===== src/rtl/oddeven_sort_engine_pkg.sv =====
// Shared types and helpers for the odd-even transposition sorter.
package oddeven_sort_engine_pkg;

  typedef enum logic [1:0] {IDLE, SORT, DONE} state_e;

  function automatic int phase_w(input int n);
    return $clog2(n + 1);
  endfunction

  // Operands arrive zero-extended; flipping bit w-1 turns a two's complement
  // ordering into a plain unsigned one.
  function automatic logic ranks_after(input logic [63:0] a, input logic [63:0] b,
                                       input int w, input bit sgn, input logic desc);
    logic [63:0] ka, kb;
    ka = a;
    kb = b;
    if (sgn) begin
      ka[w-1] = ~ka[w-1];
      kb[w-1] = ~kb[w-1];
    end
    return desc ? (ka < kb) : (ka > kb);
  endfunction

endpackage


===== src/rtl/oddeven_sort_engine_if.sv =====
// Job input / result output handshake bundle for oddeven_sort_engine.
interface oddeven_sort_engine_if
  import oddeven_sort_engine_pkg::*;
#(
  parameter int N = 5,
  parameter int W = 16
);
  localparam int PW = phase_w(N);

  logic          in_valid;
  logic          in_ready;
  logic [N*W-1:0] in_data;
  logic          in_desc;
  logic          out_valid;
  logic          out_ready;
  logic [N*W-1:0] out_data;
  logic [PW-1:0] out_phases;

  modport master (
    output in_valid, in_data, in_desc, out_ready,
    input  in_ready, out_valid, out_data, out_phases
  );

  modport slave (
    input  in_valid, in_data, in_desc, out_ready,
    output in_ready, out_valid, out_data, out_phases
  );
endinterface


===== src/rtl/oddeven_sort_engine_cmp_swap.sv =====
// One compare-exchange element; equal values never swap so the sort is stable.
module oddeven_sort_engine_cmp_swap
  import oddeven_sort_engine_pkg::*;
#(
  parameter int W      = 16,
  parameter bit SIGNED = 1'b0
) (
  input  logic [W-1:0] a,
  input  logic [W-1:0] b,
  input  logic         desc,
  input  logic         en,
  output logic [W-1:0] lo_lane,
  output logic [W-1:0] hi_lane,
  output logic         swapped
);
  assign swapped = en && ranks_after(64'(a), 64'(b), W, SIGNED, desc);
  assign lo_lane = swapped ? b : a;
  assign hi_lane = swapped ? a : b;
endmodule


===== src/rtl/oddeven_sort_engine.sv =====
// Sequential odd-even transposition sorter, one phase per clock.
// Define SORT_EARLY_EXIT_EN to stop after two consecutive swap-free phases.
module oddeven_sort_engine
  import oddeven_sort_engine_pkg::*;
#(
  parameter int N      = 5,
  parameter int W      = 16,
  parameter bit SIGNED = 1'b0
) (
  input  logic                  clk,
  input  logic                  rst_n,
  oddeven_sort_engine_if.slave  io,
  output logic                  busy
);
  localparam int PW = phase_w(N);

  state_e              state, state_nxt;
  logic [N-1:0][W-1:0] lanes, lanes_nxt;
  logic [N-2:0][W-1:0] lo_w, hi_w;
  logic [N-2:0]        swp;
  logic                desc_q;
  logic [PW-1:0]       phase_cnt;
  logic                last_phase;
  logic                accept;

  assign accept       = io.in_valid && io.in_ready;
  assign io.in_ready  = (state == IDLE);
  assign io.out_valid = (state == DONE);
  assign busy         = (state != IDLE);

  // Pair i (lanes i, i+1) is active on phases with matching parity.
  for (genvar i = 0; i < N-1; i++) begin : g_pair
    oddeven_sort_engine_cmp_swap #(.W(W), .SIGNED(SIGNED)) u_cs (
      .a       (lanes[i]),
      .b       (lanes[i+1]),
      .desc    (desc_q),
      .en      (phase_cnt[0] == 1'(i % 2)),
      .lo_lane (lo_w[i]),
      .hi_lane (hi_w[i]),
      .swapped (swp[i])
    );
  end

  always_comb begin
    lanes_nxt = lanes;
    for (int k = 0; k < N-1; k++) begin
      if (swp[k]) begin
        lanes_nxt[k]   = lo_w[k];
        lanes_nxt[k+1] = hi_w[k];
      end
    end
  end

`ifdef SORT_EARLY_EXIT_EN
  logic prev_zero;

  always_ff @(posedge clk or negedge rst_n) begin
    if (!rst_n)              prev_zero <= 1'b0;
    else if (accept)         prev_zero <= 1'b0;
    else if (state == SORT)  prev_zero <= ~|swp;
  end

  assign last_phase = (phase_cnt == PW'(N-1)) || (prev_zero && ~|swp);
`else
  assign last_phase = (phase_cnt == PW'(N-1));
`endif

  always_ff @(posedge clk or negedge rst_n) begin
    if (!rst_n) state <= IDLE;
    else        state <= state_nxt;
  end

  always_comb begin
    state_nxt = state;
    unique case (state)
      IDLE:    if (io.in_valid)  state_nxt = SORT;
      SORT:    if (last_phase)   state_nxt = DONE;
      DONE:    if (io.out_ready) state_nxt = IDLE;
      default:                   state_nxt = IDLE;
    endcase
  end

  // Result registers load only on the final phase, so they stay put in DONE.
  always_ff @(posedge clk or negedge rst_n) begin
    if (!rst_n) begin
      lanes         <= '0;
      desc_q        <= 1'b0;
      phase_cnt     <= '0;
      io.out_data   <= '0;
      io.out_phases <= '0;
    end else if (accept) begin
      lanes     <= io.in_data;
      desc_q    <= io.in_desc;
      phase_cnt <= '0;
    end else if (state == SORT) begin
      lanes     <= lanes_nxt;
      phase_cnt <= phase_cnt + PW'(1);
      if (last_phase) begin
        io.out_data   <= lanes_nxt;
        io.out_phases <= phase_cnt + PW'(1);
      end
    end
  end
endmodule

===== src/flat_wrapper.sv =====
// flat-port wrapper written by rule: the top's interface ports become plain ports
module oddeven_sort_engine_flat import oddeven_sort_engine_pkg::*;
#(
  parameter int N      = 5,
  parameter int W      = 16,
  parameter bit SIGNED = 1'b0
)
  (clk, rst_n, busy, io_in_valid, io_in_data, io_in_desc, io_out_ready, io_in_ready, io_out_valid, io_out_data, io_out_phases);
  oddeven_sort_engine_if #(.N(N), .W(W)) io_i ();
  input  logic clk;
  input  logic rst_n;
  output logic busy;
  input wire logic [$bits(io_i.in_valid)-1:0] io_in_valid;
  input wire logic [$bits(io_i.in_data)-1:0] io_in_data;
  input wire logic [$bits(io_i.in_desc)-1:0] io_in_desc;
  input wire logic [$bits(io_i.out_ready)-1:0] io_out_ready;
  output wire logic [$bits(io_i.in_ready)-1:0] io_in_ready;
  output wire logic [$bits(io_i.out_valid)-1:0] io_out_valid;
  output wire logic [$bits(io_i.out_data)-1:0] io_out_data;
  output wire logic [$bits(io_i.out_phases)-1:0] io_out_phases;
  assign io_i.in_valid = io_in_valid;
  assign io_i.in_data = io_in_data;
  assign io_i.in_desc = io_in_desc;
  assign io_i.out_ready = io_out_ready;
  assign io_in_ready = io_i.in_ready;
  assign io_out_valid = io_i.out_valid;
  assign io_out_data = io_i.out_data;
  assign io_out_phases = io_i.out_phases;
  oddeven_sort_engine #(.N(N), .W(W), .SIGNED(SIGNED)) u_core (.clk(clk), .rst_n(rst_n), .io(io_i), .busy(busy));
endmodule

===== config.mk =====
export PLATFORM = sky130hd
export DESIGN_NAME = oddeven_sort_engine_flat
export DESIGN_NICKNAME = d
export VERILOG_FILES = /design/src/rtl/oddeven_sort_engine_pkg.sv /design/src/rtl/oddeven_sort_engine_if.sv /design/src/rtl/oddeven_sort_engine_cmp_swap.sv /design/src/rtl/oddeven_sort_engine.sv /design/src/flat_wrapper.sv
export SDC_FILE = /design/constraint.sdc
export NUM_CORES = 1
export LEC_CHECK = 0
export CAP_MARGIN = 20
export CORE_MARGIN = 3
export CORE_UTILIZATION = 55
export CTS_CLUSTER_SIZE = 25
export DETAILED_ROUTE_END_ITERATION = 7
export GPL_ROUTABILITY_DRIVEN = 0
export GPL_TIMING_DRIVEN = 0
export PLACE_DENSITY = 0.79
export SLEW_MARGIN = 10
export SYNTH_ARGS = -nofsm -noshare
export SYNTH_HDL_FRONTEND = slang
export SYNTH_HIERARCHICAL = 1
export SYNTH_SLANG_ARGS = --single-unit

===== constraint.sdc =====
create_clock -name clk -period 6.8 [get_ports clk]
set_clock_uncertainty 0.2 [all_clocks]
set_input_delay 1.02 -clock clk [delete_from_list [all_inputs] [get_ports clk]]
set_output_delay 1.02 -clock clk [all_outputs]
set_load 0.1 [all_outputs]

# Word-level counts from Yosys, hierarchy flattened
# Cells that the tools add are included.
# totals
in_bits,85
n_memories,0
mem_bits_rw,0
latchBits,0
romBits,0
wordCells,53
regBits,169
# classes
add_sub_neg,1
n_mux,16
bitwise,2
magnitude_cmp,8
shifts,0
div_mod_pow,0
n_eq_ne,6
mul,0
n_reduce_logical,10
# op_table
cell,count
80-bit 2-to-1 mux,2
32-bit 2-to-1 mux,4
16-bit greater-than comparator,4
16-bit < comparator,4
2-bit 2-to-1 mux,3
3-bit 2-to-1 mux,2
2-bit one-hot mux with 3 select lines,1
3-bit AND reduction,2
1-bit logical AND,5
1-bit 2-to-1 mux,4
2-bit != test (second input constant),2
2-bit nonzero test,2
3-bit by 1-bit adder with 3-bit output (second input constant),1
3-bit == test (second input constant),1
2-bit by 1-bit == test with 1-bit output (second input constant),1
2-bit == test (second input constant),1
2-bit zero test,1
2-bit by 1-bit != test with 1-bit output (second input constant),1
1-bit NOT,2

# Logic depth before layout (Yosys ltp)
# Gate-level depths: netlist (run 1).
# logic_depth
depth_word,9
ltp_mapped,15
mapped_depth_nobuf,11

# Hierarchy
# The synthesis (run 1) kept the hierarchy.
# modules_own_cells
module,cells_per_inst,area_each_um2,n_inst,seq_area_each_um2
oddeven_sort_engine,833,8744.6,1,4229.1
oddeven_sort_engine_cmp_swap (u_core.g_pair[1].u_cs ...),178,1308.8,3,0.0
oddeven_sort_engine_cmp_swap (u_core.g_pair[0].u_cs),179,1323.8,1,0.0

# Worst setup path before layout (run 1)
# Ideal clock, no wire load.
# synth_path
path_kind,flip-flop to output port
startpoint,register u_core.state[0]
endpoint,output busy
stages_incl_launch_ff,6
arrival_time_ns,3.074
setup_slack_ns,2.506
path_buffers,3
t_required_ns,5.580
path_cell_list,dfrtp_1 -> buf_6 -> buf_2 -> buf_2 -> nor2_1 -> inv_1
# synth_between
elab_chain_cells,1
# synth_lines
element,line,rtl
from (decl),oddeven_sort_engine.sv:17,"state_e state, state_nxt;"
from (signal assigned),oddeven_sort_engine.sv:70,else state <= state_nxt;
2-bit nonzero test,oddeven_sort_engine.sv:29,assign busy = (state != IDLE);
to (decl),flat_wrapper.sv:12,output logic busy;
# Every way passes these cells.

# Worst setup path in the final report (run 1)
# layout_path
startpoint,register u_core/lanes[27] in the netlist's numbering
endpoint,register u_core.io.out_data[31]
# layout_between
elab_chain_cells,5
word_cells_on_any_way,10
cone_classes,order compare: 4; mux: 4; reduce/logical: 2
# layout_lines
element,line,rtl
from (decl),oddeven_sort_engine.sv:18,"logic [N-1:0][W-1:0] lanes, lanes_nxt;"
from (signal assigned),oddeven_sort_engine.sv:92,lanes <= io.in_data;
from (signal assigned),oddeven_sort_engine.sv:96,lanes <= lanes_nxt;
16-bit greater-than comparator or 16-bit < comparator (tied branches),oddeven_sort_engine_pkg.sv:21,return desc ? (ka < kb) : (ka > kb);
1-bit 2-to-1 mux *,oddeven_sort_engine_pkg.sv:21,
1-bit logical AND *,oddeven_sort_engine_cmp_swap.sv:16,"assign swapped = en && ranks_after(64'(a), 64'(b), W, SIGNED, desc);"
named net u_core.swp[0],oddeven_sort_engine.sv:20,logic [N-2:0] swp;
32-bit 2-to-1 mux * (2 in a row),oddeven_sort_engine.sv:47,if (swp[k]) begin
to (signal assigned),oddeven_sort_engine.sv:99,io.out_data <= lanes_nxt;
to (decl),oddeven_sort_engine_if.sv:26,"output in_ready, out_valid, out_data, out_phases"
# The timed path passes the listed nets; every way through them passes the cells marked *.
# A chain may end at the register's enable or synchronous reset.

==> reports/results.ini, run 1 <==
[cts]
htree_num_levels=4
cts_tree=yes
ctsHoldBuffers=0
clock_path_buffers=2
path_clk_slew_ps=70
root_buffer=clkbuf_16
post_cts_resize_count=0
numCtsBuffers=17
cts_setup_buffers=0
clkSinkCount=169
clk_latency_ps=450

[setup_path]
start_kind=flip-flop
max_stage_delay_ps=590
r2r-end=u_core/io.out_data[31]
rrSetupSlack_ps=2570
r2r_cells=14
crit_fanout=10
crit_path_top_delay_cell=dfrtp_1
critPathKind=reg -> reg
path_cells=inv_1, ha_1, nand4_1, or3_4, a21o_1, a31o_1, a211o_1, buf_6, buf_12, inv_1, buf_2, mux2_2, mux2i_1, o21ai_0
r2r_start=u_core/lanes[27]
end_kind=flip-flop
arrival_ps=4340
cp.required_ps=6900
cpMostUsedCell=inv_1

[job]
drv_cap=0

[sta]
tns_ps=0
hold_violations=0
tightest_slew_ps=1020
rsz0062_at_grt=false
relSlewSlack_pct=31.9
final_max_slew_viol_count=0
fmax_mhz=236
finalSetupViolCount=0
fin_crit_sh_pct=62.2
fin_crit_ps=4230

[drt]
viasPerCell=6.54
wl_per_cell_um=22.1
dr.first_iter.drc_count=1663
dr.pass1.iters=7
vias=13600
drtAntennaViolNets=0
post-route-drc-count=0
finalWirelength_mm=45.8

[die]
ioPinCount=171
coreArea_um2=24700
die_height_um=166
start_util_pct=56.7
fp-row-count=57
die_w_um=166
die-area_um2=27400

[yosys]
yosysWarnings=6
netlist_instances=1546
yosysUniqueCellTypes=55
seq_area_frac_synth_pct=30.2
syn-num-nets=1697
synth_edf_count=0
synth.ff_latch_count=169
synth_async_sr_flop_share_pct=100
synth.cell_area_um2=14000
ys.flop_type=dfrtp_1
syn_avg_cell_area_um2=9.05

[worst_hold_path]
hold_end=u_core/io.out_data[18]
worstHoldPathCells=2
hold_start=u_core/io.out_data[18]
hp-class=reg -> reg

[layout]
fillers=2034
n_antenna_cell=0
syn2layout_area_growth_pct=20.1
mostFrequentLayoutCells=clkdlybuf4s50_1, nand2_1, dfrtp_1
layout-drive-gt1-share_pct=11.1
final_net_count=1888

[placement]
io_buffers=170
hpwlAfterDp_mm=33.8

[global_routing]
grt_max_degree=99
overflow=0
antenna_found_initial=0
grt_pass1_vias=13300
grtUsageTotal_pct=33.2
grt_pass1_wl_mm=71.3

[outcome]
status=finished, final reports clean

==> critical path, delay by kind of cell (launching register included) <==
kind            cells  cell delay, ps
compound gates      4             830
flops               1             590
fa+ha+maj           1             330
buf+inv             5             820
mux                 2             700
simple gates        2             630
==> how the worst max path moves through the flow <==
stage	start	to	slack (ps)	depth (start not counted)
after floorplan	u_core/state[0]	busy	2510	5
after global placement	rst_n	u_core/lanes[40]	-2510	1
after detailed placement	u_core/lanes[27]	u_core/io.out_data[31]	2690	14
after CTS	u_core/state[0]	io_in_ready	2600	5
after global routing	u_core/lanes[27]	u_core/io.out_data[31]	2400	14
final	u_core/lanes[27]	u_core/io.out_data[31]	2570	14
==> final cells by class <==
cell class | count | area, um2 | area share, %
Sequential cell | 169 | 4230 | 25.2
Buffer | 119 | 642 | 3.82
Clock inverter | 13 | 189 | 1.12
Inverter | 80 | 300 | 1.79
Multi-Input combinational cell | 1178 | 8820 | 52.5
Tap cell | 324 | 405 | 2.41
Clock buffer | 19 | 453 | 2.70
Timing Repair Buffer | 172 | 1760 | 10.5
==> synth_stat cells, drive strengths merged, types with 4 or more instances <==
master / instances / area, um2
mux2i: 145 / 1450
nand3b: 44 / 330
and3: 32 / 200
or3: 4 / 30.0
a211o: 69 / 604
inv: 80 / 300
ha: 66 / 826
a21oi: 68 / 340
o211ai: 5 / 37.5
dfrtp: 169 / 4230
a221o: 79 / 791
nand2: 169 / 634
clkbuf: 45 / 180
nand2b: 6 / 47.5
nand3: 121 / 606
a21o: 6 / 45.0
and2: 74 / 463
nor2: 16 / 65.1
nand4: 16 / 106
buf: 74 / 462
o31ai: 6 / 45.0
mux2: 107 / 1240
nor2b: 17 / 106
xnor2: 4 / 91.3
a221oi: 4 / 35.0
o21ai: 94 / 504
==> sequential cells by signal, indices dropped and copies added, names as in the netlist <==
register / count
u_core/phase_cnt: 3
u_core/io.out_phases: 3
u_core/state: 2
u_core/lanes: 80
u_core/io.out_data: 80
u_core/desc_q: 1
==> cells by family after synthesis <==
family	after synthesis	share of synthesized area [%]
AOI/OAI and AO/OA	347	18.2
DFF	169	30.2
xor gates and xnor gates	4	0.653
and+or+nand+nor	509	19.1
adders and majority gates	66	5.90
muxes	252	19.2
buffers and inverters	199	6.73
==> metrics by stage <==
step / instance area (um2) / util [%] / setup WS (ps) / std cells / hold slack (ps)
2_1_floorplan: 14000 / - / 2510 / 1546 / 292
3_3_place_gp: 16100 / 65.3 / -2510 / 2040 / 262
3_5_place_dp: 16200 / 65.5 / 2690 / 2042 / 269
4_1_cts: 16800 / 68.1 / 2600 / 2074 / 285
5_1_grt: 16800 / 68.1 / 2400 / 2074 / 316
6_report: 16800 / 68.1 / 2570 / 2074 / 280
==> per-layer routing <==
metal,track usage [%],share of wire (%),routed length (um),vias to the layer above
met1,42.4,40,18100,6622
met3,6.36,9.1,4180,150
met4,13.8,4.1,1870,0
met2,55.3,47,21600,737
li1,-,-,-,6064
met5,0,0,0,-
Power of run 1 is not shown: default switching activity piles up to over one toggle a cycle in this logic, so the estimate is an artifact.
==> run 2: changes to the inputs <==
- CORE_UTILIZATION: 55 -> 52
- PLACE_DENSITY: 0.79 -> 0.78
- clock period: 6.8 -> 3.8 ns (I/O delays scaled with it)
==> run 2 against run 1 <==
Compared with the run above:
- routed wire length up 6.2%
- clock-buffer cell count down 2
- largest cell class unchanged
- utilization down 0.91 points
- sequential cell count unchanged
- design area up 5.1%
- cell count up 4.3%
- worst hold slack better by 6.5 ps
- die area up 5.6%
==> reports/results.ini, run 2 (synthesis gave the netlist of run 1 again) <==
[sta]
fmax_mhz=263
layout_setup_ws_ps=1.98
relSlewSlack_pct=32.7
tightest_slew_ps=1010
fin_crit_sh_pct=99.9
hold_violations=0
finalSetupViolCount=0
fin_crit_ps=3800
rsz0062_at_grt=true
hold_ws_ps=287
final_max_slew_viol_count=0

[placement]
place_ws_ps=-330
hpwlAfterDp_mm=34.1
io_buffers=170

[worst_hold_path]
worstHoldPathCells=2
hp-class=reg -> reg

[job]
drv_cap=0

[drt]
wl_per_cell_um=22.5
drtAntennaViolNets=0
dr.pass1.iters=7
viasPerCell=6.60
post-route-drc-count=0
finalWirelength_mm=48.6
vias=14300
dr.first_iter.drc_count=1899

[setup_path]
cp.required_ps=3940
r2r_cells=13
rrSetupSlack_ps=2
critPathKind=reg -> reg
end_kind=flip-flop
crit_fanout=10
r2r-end=u_core/lanes[40]
endpoint=u_core/lanes[40]
start_kind=flip-flop
crit_path_start=u_core/lanes[30]
arrival_ps=3940
r2r_start=u_core/lanes[30]

[die]
fp-row-count=59
coreArea_um2=26300
die-area_um2=28900
die_w_um=170
die_height_um=170
start_util_pct=53.3
ioPinCount=171

[global_routing]
grt_max_degree=102
grt_pass1_vias=13600
antenna_found_initial=0
overflow=0
grtUsageTotal_pct=31.6
grt_pass1_wl_mm=72.9

[cts]
root_buffer=clkbuf_16
clk_latency_ps=460
cts_tree=yes
clock_path_buffers=2
path_clk_slew_ps=70
clkSinkCount=169
numCtsBuffers=17
htree_num_levels=4

[layout]
syn2layout_area_growth_pct=26.2
layout-drive-gt1-share_pct=18.6
fillers=2107
mostFrequentLayoutCells=clkdlybuf4s50_1, nand2_1, mux2i_1
top_regs=u_core/io.out_data x80, u_core/lanes x80
final_common_cell=clkdlybuf4s50_1
n_antenna_cell=0
final_net_count=1966

[outcome]
status=finished, final reports clean

==> run 2: cell types whose count changed in the layout (fill, tap and decap cells not counted), sizes merged <==
| cell | delta |
|---|---|
| dlygate4sd3 | +1 |
| inv | +1 |
| clkinvlp | -1 |
| clkinv | +5 |
| buf | +73 |
| clkbuf | +2 |
| bufinv | -3 |
==> run 2: metrics by stage <==
step,std cells,cell area (um2),setup TNS (ps),utilization (%)
finish,2163,17700,0,67.2
global route,2163,17700,-1390,67.2
CTS,2100,17000,-21.4,64.5
detailed placement,2052,16200,-14770,61.5
global placement,2051,16100,-851150,61.3
floorplan,1546,14000,0,-
==> run 2: how the worst min path moves through the flow <==
stage                                 from                endpoint
global placement     u_core/io.out_data[9]   u_core/io.out_data[9]
CTS                  u_core/io.out_data[5]   u_core/io.out_data[5]
global route        u_core/io.out_data[29]  u_core/io.out_data[29]
detailed placement  u_core/io.out_data[11]  u_core/io.out_data[11]
finish              u_core/io.out_data[20]  u_core/io.out_data[20]
floorplan                            rst_n           u_core/desc_q
==> run 2: metal layers <==
metal / GRT usage, % / up-vias / wire length (um)
li1: - / 6223 / -
met1: 39.9 / 6856 / 18400
met2: 52.0 / 975 / 22600
met3: 6.50 / 226 / 4780
met4: 15.1 / 0 / 2790
met5: 0 / - / 0
==> run 2: layout make-up <==
type | instances | area (um2) | area share (%)
Buffer | 119 | 697 | 3.95
Clock buffer | 17 | 425 | 2.41
Clock inverter | 15 | 183 | 1.03
Inverter | 80 | 304 | 1.72
Multi-Input combinational cell | 1178 | 8990 | 50.9
Sequential cell | 169 | 4280 | 24.2
Tap cell | 335 | 419 | 2.37
Timing Repair Buffer | 250 | 2360 | 13.4
==> run 2: repair_timing <==
item                                   in CTS  in global routing
pin swaps                                   1                  9
hold buffers                                1                  0
endpoints found under the hold margin      68                  0
setup endpoints to repair                 112                148
setup buffers                              15                 62
gates resized for setup                    42                 58
==> run 2: worst max-delay path, stage by stage (launching register included) <==
cell and delay (ps):
dfrtp_2 440, buf_4 150, ha_1 340, nand4_1 180, buf_4 190, nor3_2 270, a21boi_4 260, or3_1 150
buf_6 180, clkbuf_4 270, mux2i_1 120, a211o_1 280, mux2_2 320, a221o_1 320
Power of run 2 is left out for the same reason.
